--- config.mk ---
export PLATFORM = sky130hd
export DESIGN_NAME = vga_stream_out_flat
export DESIGN_NICKNAME = d
export VERILOG_FILES = /design/src/rtl/vga_stream_out_if.sv /design/src/rtl/vga_stream_out.sv /design/src/flat_wrapper.sv
export SDC_FILE = /design/constraint.sdc
export NUM_CORES = 1
export LEC_CHECK = 0
export CAP_MARGIN = 10
export CORE_AREA = 2 2 182 184
export DETAILED_ROUTE_END_ITERATION = 12
export DIE_AREA = 0 0 184 186
export PLACE_DENSITY = 0.81
export SLEW_MARGIN = 20
export SYNTH_ARGS = -nofsm -noshare
export SYNTH_HDL_FRONTEND = slang
export SYNTH_SLANG_ARGS = --single-unit
--- constraint.sdc ---
create_clock -name CLK -period 4.3 [get_ports CLK]
set_clock_uncertainty 0.05 [all_clocks]
set_input_delay 0.43 -clock CLK [delete_from_list [all_inputs] [get_ports CLK]]
set_output_delay 0.43 -clock CLK [all_outputs]
set_load 0.01 [all_outputs]
--- src/rtl/vga_stream_out_if.sv ---
// Pixel stream link between the upstream loader and vga_stream_out.
// The loader (master) presents a 24-bit RGB word with a write strobe and
// watches the FIFO status flags that the display side (slave) returns.
interface vga_stream_out_if;
    logic [23:0] PIX_IN;
    logic        PIX_WE;
    logic        FIFO_FULL;
    logic        FIFO_EMPTY;

    modport master (
        output PIX_IN,
        output PIX_WE,
        input  FIFO_FULL,
        input  FIFO_EMPTY
    );

    modport slave (
        input  PIX_IN,
        input  PIX_WE,
        output FIFO_FULL,
        output FIFO_EMPTY
    );
endinterface

--- src/rtl/vga_stream_out.sv ---
// vga_stream_out: buffers the loader's RGB stream in a small FIFO, generates
// VGA raster timing and drains one pixel per active pixel slot. All pins are
// registered and change one CLK after the PIX_EN tick they belong to.
// Optional colour-bar generator is compiled only when VGA_TEST_PATTERN_EN is
// defined; the default build ignores TEST_MODE.
module vga_stream_out #(
    parameter int H_ACTIVE = 640,
    parameter int H_FP     = 16,
    parameter int H_SYNC   = 96,
    parameter int H_BP     = 48,
    parameter int V_ACTIVE = 480,
    parameter int V_FP     = 10,
    parameter int V_SYNC   = 2,
    parameter int V_BP     = 33,
    parameter int FIFO_AW  = 4
) (
    input  logic              CLK,
    input  logic              RESET,
    input  logic              PIX_EN,
    input  logic              TEST_MODE,
    vga_stream_out_if.slave   pix_if,
    output logic [7:0]        VGA_R,
    output logic [7:0]        VGA_G,
    output logic [7:0]        VGA_B,
    output logic              VGA_HS,
    output logic              VGA_VS,
    output logic              VGA_BLANK_N,
    output logic              FRAME_START,
    output logic              UNDERFLOW
);

    // Raster boundaries in counter units.
    localparam logic [10:0] H_ACT_END    = 11'(H_ACTIVE);
    localparam logic [10:0] H_SYNC_START = 11'(H_ACTIVE + H_FP);
    localparam logic [10:0] H_SYNC_END   = 11'(H_ACTIVE + H_FP + H_SYNC);
    localparam logic [10:0] H_LAST       = 11'(H_ACTIVE + H_FP + H_SYNC + H_BP - 1);
    localparam logic [10:0] V_ACT_END    = 11'(V_ACTIVE);
    localparam logic [10:0] V_SYNC_START = 11'(V_ACTIVE + V_FP);
    localparam logic [10:0] V_SYNC_END   = 11'(V_ACTIVE + V_FP + V_SYNC);
    localparam logic [10:0] V_LAST       = 11'(V_ACTIVE + V_FP + V_SYNC + V_BP - 1);

    localparam int               DEPTH      = 2 ** FIFO_AW;
    localparam logic [FIFO_AW:0] CNT_FULL   = {1'b1, {FIFO_AW{1'b0}}};
    localparam logic [FIFO_AW:0] CNT_ZERO   = {(FIFO_AW + 1){1'b0}};
    localparam logic [FIFO_AW:0] CNT_ONE    = {{FIFO_AW{1'b0}}, 1'b1};
    localparam logic [FIFO_AW-1:0] PTR_ONE  = {{(FIFO_AW - 1){1'b0}}, 1'b1};

    // Raster state
    logic [10:0] h_cnt_q, h_cnt_d;
    logic [10:0] v_cnt_q, v_cnt_d;

    // FIFO state
    logic [23:0]        mem_q [0:DEPTH-1];
    logic [FIFO_AW-1:0] wr_ptr_q, wr_ptr_d;
    logic [FIFO_AW-1:0] rd_ptr_q, rd_ptr_d;
    logic [FIFO_AW:0]   cnt_q, cnt_d;

    // Registered pins
    logic [23:0] rgb_q, rgb_d;
    logic        hs_q, hs_d;
    logic        vs_q, vs_d;
    logic        blank_n_q, blank_n_d;
    logic        frame_start_q, frame_start_d;
    logic        underflow_q, underflow_d;

    // Combinational helpers
    logic        active_s;
    logic        hs_low_s;
    logic        vs_low_s;
    logic        full_s;
    logic        empty_s;
    logic        pattern_sel_s;
    logic        pop_s;
    logic        push_s;
    logic        underflow_hit_s;
    logic [23:0] head_s;
    logic [23:0] bar_rgb_s;

`ifdef VGA_TEST_PATTERN_EN
    // Eight vertical bars, left to right: white, yellow, cyan, green,
    // magenta, red, blue, black.
    function automatic logic [23:0] bar_colour(input logic [2:0] idx);
        logic [23:0] c;
        case (idx)
            3'd0:    c = 24'hFFFFFF;
            3'd1:    c = 24'hFFFF00;
            3'd2:    c = 24'h00FFFF;
            3'd3:    c = 24'h00FF00;
            3'd4:    c = 24'hFF00FF;
            3'd5:    c = 24'hFF0000;
            3'd6:    c = 24'h0000FF;
            3'd7:    c = 24'h000000;
            default: c = 24'h000000;
        endcase
        return c;
    endfunction

    logic [2:0] bar_idx_s;

    // Bar index scales the horizontal position into eight equal bands.
    always_comb begin
        bar_idx_s = 3'((32'(h_cnt_q) * 32'd8) / 32'(H_ACTIVE));
    end

    assign pattern_sel_s = TEST_MODE;
    assign bar_rgb_s     = bar_colour(bar_idx_s);
`else
    logic test_mode_unused_s;
    assign test_mode_unused_s = TEST_MODE;
    assign pattern_sel_s      = 1'b0;
    assign bar_rgb_s          = 24'h000000;
`endif

    // Decode raster position into active area and sync windows.
    always_comb begin
        active_s = (h_cnt_q < H_ACT_END) && (v_cnt_q < V_ACT_END);
        hs_low_s = (h_cnt_q >= H_SYNC_START) && (h_cnt_q < H_SYNC_END);
        vs_low_s = (v_cnt_q >= V_SYNC_START) && (v_cnt_q < V_SYNC_END);
    end

    // Advance the raster one slot per PIX_EN, wrapping line then frame.
    always_comb begin
        h_cnt_d = h_cnt_q;
        v_cnt_d = v_cnt_q;
        if (PIX_EN) begin
            if (h_cnt_q == H_LAST) begin
                h_cnt_d = 11'd0;
                if (v_cnt_q == V_LAST) begin
                    v_cnt_d = 11'd0;
                end else begin
                    v_cnt_d = v_cnt_q + 11'd1;
                end
            end else begin
                h_cnt_d = h_cnt_q + 11'd1;
            end
        end else begin
            h_cnt_d = h_cnt_q;
        end
    end

    // FIFO status and pop/push decisions. A push into a full FIFO is
    // accepted only when the same cycle pops, so occupancy stays at max.
    // An empty FIFO never forwards the incoming word to the pins.
    always_comb begin
        full_s          = (cnt_q == CNT_FULL);
        empty_s         = (cnt_q == CNT_ZERO);
        pop_s           = PIX_EN && active_s && !empty_s && !pattern_sel_s;
        underflow_hit_s = PIX_EN && active_s && empty_s && !pattern_sel_s;
        push_s          = pix_if.PIX_WE && (!full_s || pop_s);
        head_s          = mem_q[rd_ptr_q];
    end

    // Next pointers and occupancy.
    always_comb begin
        wr_ptr_d = push_s ? (wr_ptr_q + PTR_ONE) : wr_ptr_q;
        rd_ptr_d = pop_s  ? (rd_ptr_q + PTR_ONE) : rd_ptr_q;
        case ({push_s, pop_s})
            2'b10:   cnt_d = cnt_q + CNT_ONE;
            2'b01:   cnt_d = cnt_q - CNT_ONE;
            default: cnt_d = cnt_q;
        endcase
    end

    // Next pin values: captured on PIX_EN ticks, held otherwise; FRAME_START
    // is a single-CLK pulse and UNDERFLOW is sticky.
    always_comb begin
        rgb_d         = rgb_q;
        hs_d          = hs_q;
        vs_d          = vs_q;
        blank_n_d     = blank_n_q;
        frame_start_d = PIX_EN && (h_cnt_q == 11'd0) && (v_cnt_q == 11'd0);
        underflow_d   = underflow_q || underflow_hit_s;
        if (PIX_EN) begin
            hs_d      = !hs_low_s;
            vs_d      = !vs_low_s;
            blank_n_d = active_s;
            if (!active_s) begin
                rgb_d = 24'h000000;
            end else if (pattern_sel_s) begin
                rgb_d = bar_rgb_s;
            end else if (!empty_s) begin
                rgb_d = head_s;
            end else begin
                rgb_d = 24'h000000;
            end
        end else begin
            rgb_d = rgb_q;
        end
    end

    // Raster, FIFO control and pin registers with synchronous reset.
    always_ff @(posedge CLK) begin
        if (RESET) begin
            h_cnt_q       <= 11'd0;
            v_cnt_q       <= 11'd0;
            wr_ptr_q      <= {FIFO_AW{1'b0}};
            rd_ptr_q      <= {FIFO_AW{1'b0}};
            cnt_q         <= CNT_ZERO;
            rgb_q         <= 24'h000000;
            hs_q          <= 1'b1;
            vs_q          <= 1'b1;
            blank_n_q     <= 1'b0;
            frame_start_q <= 1'b0;
            underflow_q   <= 1'b0;
        end else begin
            h_cnt_q       <= h_cnt_d;
            v_cnt_q       <= v_cnt_d;
            wr_ptr_q      <= wr_ptr_d;
            rd_ptr_q      <= rd_ptr_d;
            cnt_q         <= cnt_d;
            rgb_q         <= rgb_d;
            hs_q          <= hs_d;
            vs_q          <= vs_d;
            blank_n_q     <= blank_n_d;
            frame_start_q <= frame_start_d;
            underflow_q   <= underflow_d;
        end
    end

    // FIFO storage; contents need no reset since occupancy gates every read.
    always_ff @(posedge CLK) begin
        if (!RESET && push_s) begin
            mem_q[wr_ptr_q] <= pix_if.PIX_IN;
        end
    end

    assign pix_if.FIFO_FULL  = full_s;
    assign pix_if.FIFO_EMPTY = empty_s;
    assign VGA_R             = rgb_q[23:16];
    assign VGA_G             = rgb_q[15:8];
    assign VGA_B             = rgb_q[7:0];
    assign VGA_HS            = hs_q;
    assign VGA_VS            = vs_q;
    assign VGA_BLANK_N       = blank_n_q;
    assign FRAME_START       = frame_start_q;
    assign UNDERFLOW         = underflow_q;

endmodule

--- src/flat_wrapper.sv ---
// flat-port wrapper written by rule: the top's interface ports become plain ports
module vga_stream_out_flat 
#(
    parameter int H_ACTIVE = 640,
    parameter int H_FP     = 16,
    parameter int H_SYNC   = 96,
    parameter int H_BP     = 48,
    parameter int V_ACTIVE = 480,
    parameter int V_FP     = 10,
    parameter int V_SYNC   = 2,
    parameter int V_BP     = 33,
    parameter int FIFO_AW  = 4
)
  (CLK, RESET, PIX_EN, TEST_MODE, VGA_R, VGA_G, VGA_B, VGA_HS, VGA_VS, VGA_BLANK_N, FRAME_START, UNDERFLOW, pix_if_PIX_IN, pix_if_PIX_WE, pix_if_FIFO_FULL, pix_if_FIFO_EMPTY);
  vga_stream_out_if pix_if_i ();
  input  logic CLK;
  input  logic RESET;
  input  logic PIX_EN;
  input  logic TEST_MODE;
  output logic [7:0] VGA_R;
  output logic [7:0] VGA_G;
  output logic [7:0] VGA_B;
  output logic VGA_HS;
  output logic VGA_VS;
  output logic VGA_BLANK_N;
  output logic FRAME_START;
  output logic UNDERFLOW;
  input wire logic [$bits(pix_if_i.PIX_IN)-1:0] pix_if_PIX_IN;
  input wire logic [$bits(pix_if_i.PIX_WE)-1:0] pix_if_PIX_WE;
  output wire logic [$bits(pix_if_i.FIFO_FULL)-1:0] pix_if_FIFO_FULL;
  output wire logic [$bits(pix_if_i.FIFO_EMPTY)-1:0] pix_if_FIFO_EMPTY;
  assign pix_if_i.PIX_IN = pix_if_PIX_IN;
  assign pix_if_i.PIX_WE = pix_if_PIX_WE;
  assign pix_if_FIFO_FULL = pix_if_i.FIFO_FULL;
  assign pix_if_FIFO_EMPTY = pix_if_i.FIFO_EMPTY;
  vga_stream_out #(.H_ACTIVE(H_ACTIVE), .H_FP(H_FP), .H_SYNC(H_SYNC), .H_BP(H_BP), .V_ACTIVE(V_ACTIVE), .V_FP(V_FP), .V_SYNC(V_SYNC), .V_BP(V_BP), .FIFO_AW(FIFO_AW)) u_core (.CLK(CLK), .RESET(RESET), .PIX_EN(PIX_EN), .TEST_MODE(TEST_MODE), .pix_if(pix_if_i), .VGA_R(VGA_R), .VGA_G(VGA_G), .VGA_B(VGA_B), .VGA_HS(VGA_HS), .VGA_VS(VGA_VS), .VGA_BLANK_N(VGA_BLANK_N), .FRAME_START(FRAME_START), .UNDERFLOW(UNDERFLOW));
endmodule
==> flow_summary.toml <==
[clocking]
hold_buffers = 0
cts_made_buffers = 44
clock_sinks = 452
htree_levels = 2
clk_root_buffer_cell = "clkbuf_16"
clk_pin_slew_worst_paths_ns = 0.06
cts_tree = "yes"
cts.path.max_buffers = 3
cts_setup_buffers = 0
clock_latency_ns = 0.56
post_cts_resized = 0

[setup_path]
crit_fanout = 9
critPathRequiredTime_ns = 4.67
critical_path.startpoint_type = "flop"
cp_data_arrival_time_ns = 3.69
end_kind = "flop"
crit_path_max_incr_delay_ns = 0.45
ff2ff_path_depth = 11
slowest_stage = "or3b_2"
criticalPathCategory = "flop to flop"
cp_cell_sequence = "nor4b_4, o211ai_2, nor2_1, ha_1, inv_1, fa_1, nor2b_1, o21ai_0, nand3_1, or3b_2, mux2_2"

[die]
start_util_pct = 54.3
core-area_mm2 = 0.0322
fp.dieH_um = 186
die_area_mm2 = 0.0342
num_rows = 66
io_pins = 60
die_width_um = 184

[sta]
hold_viol = 0
max_slew_margin_pct = 41.9
finalSetupViolations = 0
slew_violations = 0
grt_setup_unrepaired = "no"
min_period_ns = 3.31
period_share_pct = 77.0
fmax_mhz = 302
layout_setup_ws_ns = 0.987
worst_pin_slew_ns = 0.871
finalSetupTns_ns = 0

[routing]
routedWlPerCell_um = 24.6
drt_iter0_markers = 940
wl_um = 35500
drc = 0
drtAntennaViolNets = 0
dr_total_vias = 8854
viasPerCell = 6.12
dr.pass1.iters = 5

[logic_synthesis]
avgSynthCellArea_um2 = 19.1
async_reset_ff_share_pct = 0
synth_flop_cell = "edfxtp_1"
yosys_warnings = 0
netlist_area_mm2 = 0.0175
synthCells = 914
synthesis.nets = 957
seq_area_frac_synth_pct = 73.7
synth_cell_type_count = 49
synth-seq-cells = 452
synth-edff-count = 384

[grt]
grt_usage_pct = 21.5
grt_pass1_vias = 9156
grt_max_degree = 57
grt_pass1_wl_um = 54400
grt_antenna_before_repair = 1
overflow = 0

[power]
vdd_drop_max_mv = 0.349
powerDensity_mw_per_mm2 = 488
leakage_uw = 0.00634

[layout]
nNetsFinal = 1044
syn2layout_area_growth_pct = 15.3
layout_common_cells = "384 x edfxtp_1, 96 x mux4_2, 65 x dfxtp_1"
layout-drive-gt1-share_pct = 22.0
layout_commonest_cell = "edfxtp_1"

[outcome]
status = "completed"

[job]
cap_violations = 0

[worst_hold_path]
holdPathStages = 2
hold_path_class = "flop to flop"

[placed_design]
hpwl_um = 20100
io_buffers = 58
place.gp.congestion = 0.802
dp_slack_ns = 0.556
-- cells in the mapped netlist, types with 2 or more instances --
master | count | area share (%)
edfxtp_1 | 384 | 66
mux4_2 | 96 | 12
dfxtp_1 | 68 | 7.8
nor2_1 | 58 | 1.2
mux2i_1 | 51 | 2.9
nand2_1 | 39 | 0.84
clkbuf_1 | 21 | 0.45
o221ai_1 | 19 | 0.95
xnor2_1 | 18 | 0.90
buf_2 | 14 | 0.40
inv_1 | 14 | 0.30
a21oi_1 | 13 | 0.37
ha_1 | 13 | 0.93
nor3_1 | 11 | 0.31
nand4_1 | 9 | 0.32
nand2b_1 | 8 | 0.29
xor2_1 | 8 | 0.40
nand3_1 | 7 | 0.20
nor4_1 | 7 | 0.25
buf_4 | 5 | 0.21
o221ai_2 | 5 | 0.43
and3_1 | 4 | 0.14
buf_1 | 4 | 0.086
nor2b_1 | 4 | 0.14
buf_6 | 3 | 0.19
nor3_2 | 3 | 0.17
o21ai_0 | 3 | 0.086
nor3b_1 | 2 | 0.086
o211a_1 | 2 | 0.11
or2_2 | 2 | 0.071
-- routing by layer --
layer  vias up  global-route usage (%)  part of all wire (%)
met4         0                    6.50                   2.4
met5         -                       0                     0
met2       376                    36.3                    50
met3        57                    3.66                   6.7
li1       3833                       -                     -
met1      4588                    29.1                    41
-- area by class of cell --
cell class,count,area [um^2]
Multi-Input combinational cell,400,4410
Antenna cell,1,2.50
Clock buffer,63,1220
Fill cell,2127,12000
Clock inverter,19,206
Inverter,14,52.6
Sequential cell,452,12900
Timing Repair Buffer,89,876
Tap cell,408,510
-- path summary, 6_finish.rpt --
kind	from	endpoint	slack (ns)
min reg2reg	u_core.rgb_q[17]	u_core.rgb_q[17]	0.41
max reg2reg	u_core.v_cnt_q[9]	u_core.cnt_q[4]	0.99
min	u_core.rgb_q[17]	u_core.rgb_q[17]	0.41
max	u_core.v_cnt_q[9]	u_core.cnt_q[4]	0.99
-- critical path: cells and delay by family (launching register included) --
| family | cells | cell delay, ns |
|---|---|---|
| muxes | 1 | 0.28 |
| AOI/OAI and AO/OA | 2 | 0.40 |
| adders and majority gates | 2 | 0.66 |
| and+or+nand+nor | 5 | 1.35 |
| buffers and inverters | 1 | 0.10 |
| DFF | 1 | 0.37 |
-- report_power, final --
part	internal (uW)	leakage, uW	total (uW)	switching (uW)
Combinational	491	0.00163	1040	551
Clock	2180	0.000696	3770	1580
Sequential	4900	0.00401	5040	138
-- through the flow --
| step | instances | power (uW) | hold slack, ns | instance area [um^2] | util, % |
|---|---|---|---|---|---|
| 2_1_floorplan | 914 | 5720 | 0.435 | 17500 | - |
| 3_3_place_gp | 1363 | 6140 | 0.393 | 18800 | 58.2 |
| 3_5_place_dp | 1363 | 6170 | 0.397 | 18800 | 58.2 |
| 4_1_cts | 1445 | 9910 | 0.415 | 20200 | 62.7 |
| 5_1_grt | 1446 | 10200 | 0.429 | 20200 | 62.7 |
| 6_report | 1446 | 9850 | 0.410 | 20200 | 62.7 |
-- sequential cells by signal (all words and copies together) (netlist names), named ones only --
name,count
u_core.mem_q,384
u_core.rgb_q,24
u_core.h_cnt_q,11
u_core.v_cnt_q,11
u_core.cnt_q,5
u_core.rd_ptr_q,4
u_core.wr_ptr_q,4
u_core.FRAME_START,1
u_core.UNDERFLOW,1
u_core.VGA_BLANK_N,1
u_core.VGA_HS,1
u_core.VGA_VS,1
-- logic make-up (layout without fill, tap and decap cells) --
| group | count (synthesis) | in the layout | share of synthesized area, % |
|---|---|---|---|
| AOI/OAI and AO/OA | 47 | 47 | 2.21 |
| xor gates and xnor gates | 26 | 26 | 1.30 |
| adders and majority gates | 14 | 14 | 1.04 |
| buffers and inverters | 62 | 185 | 1.73 |
| DFF | 452 | 452 | 73.7 |
| muxes | 148 | 148 | 15.3 |
| other | 0 | 1 | 0 |
| and+or+nand+nor | 165 | 165 | 4.71 |
Power figures use the tool's default switching activity.
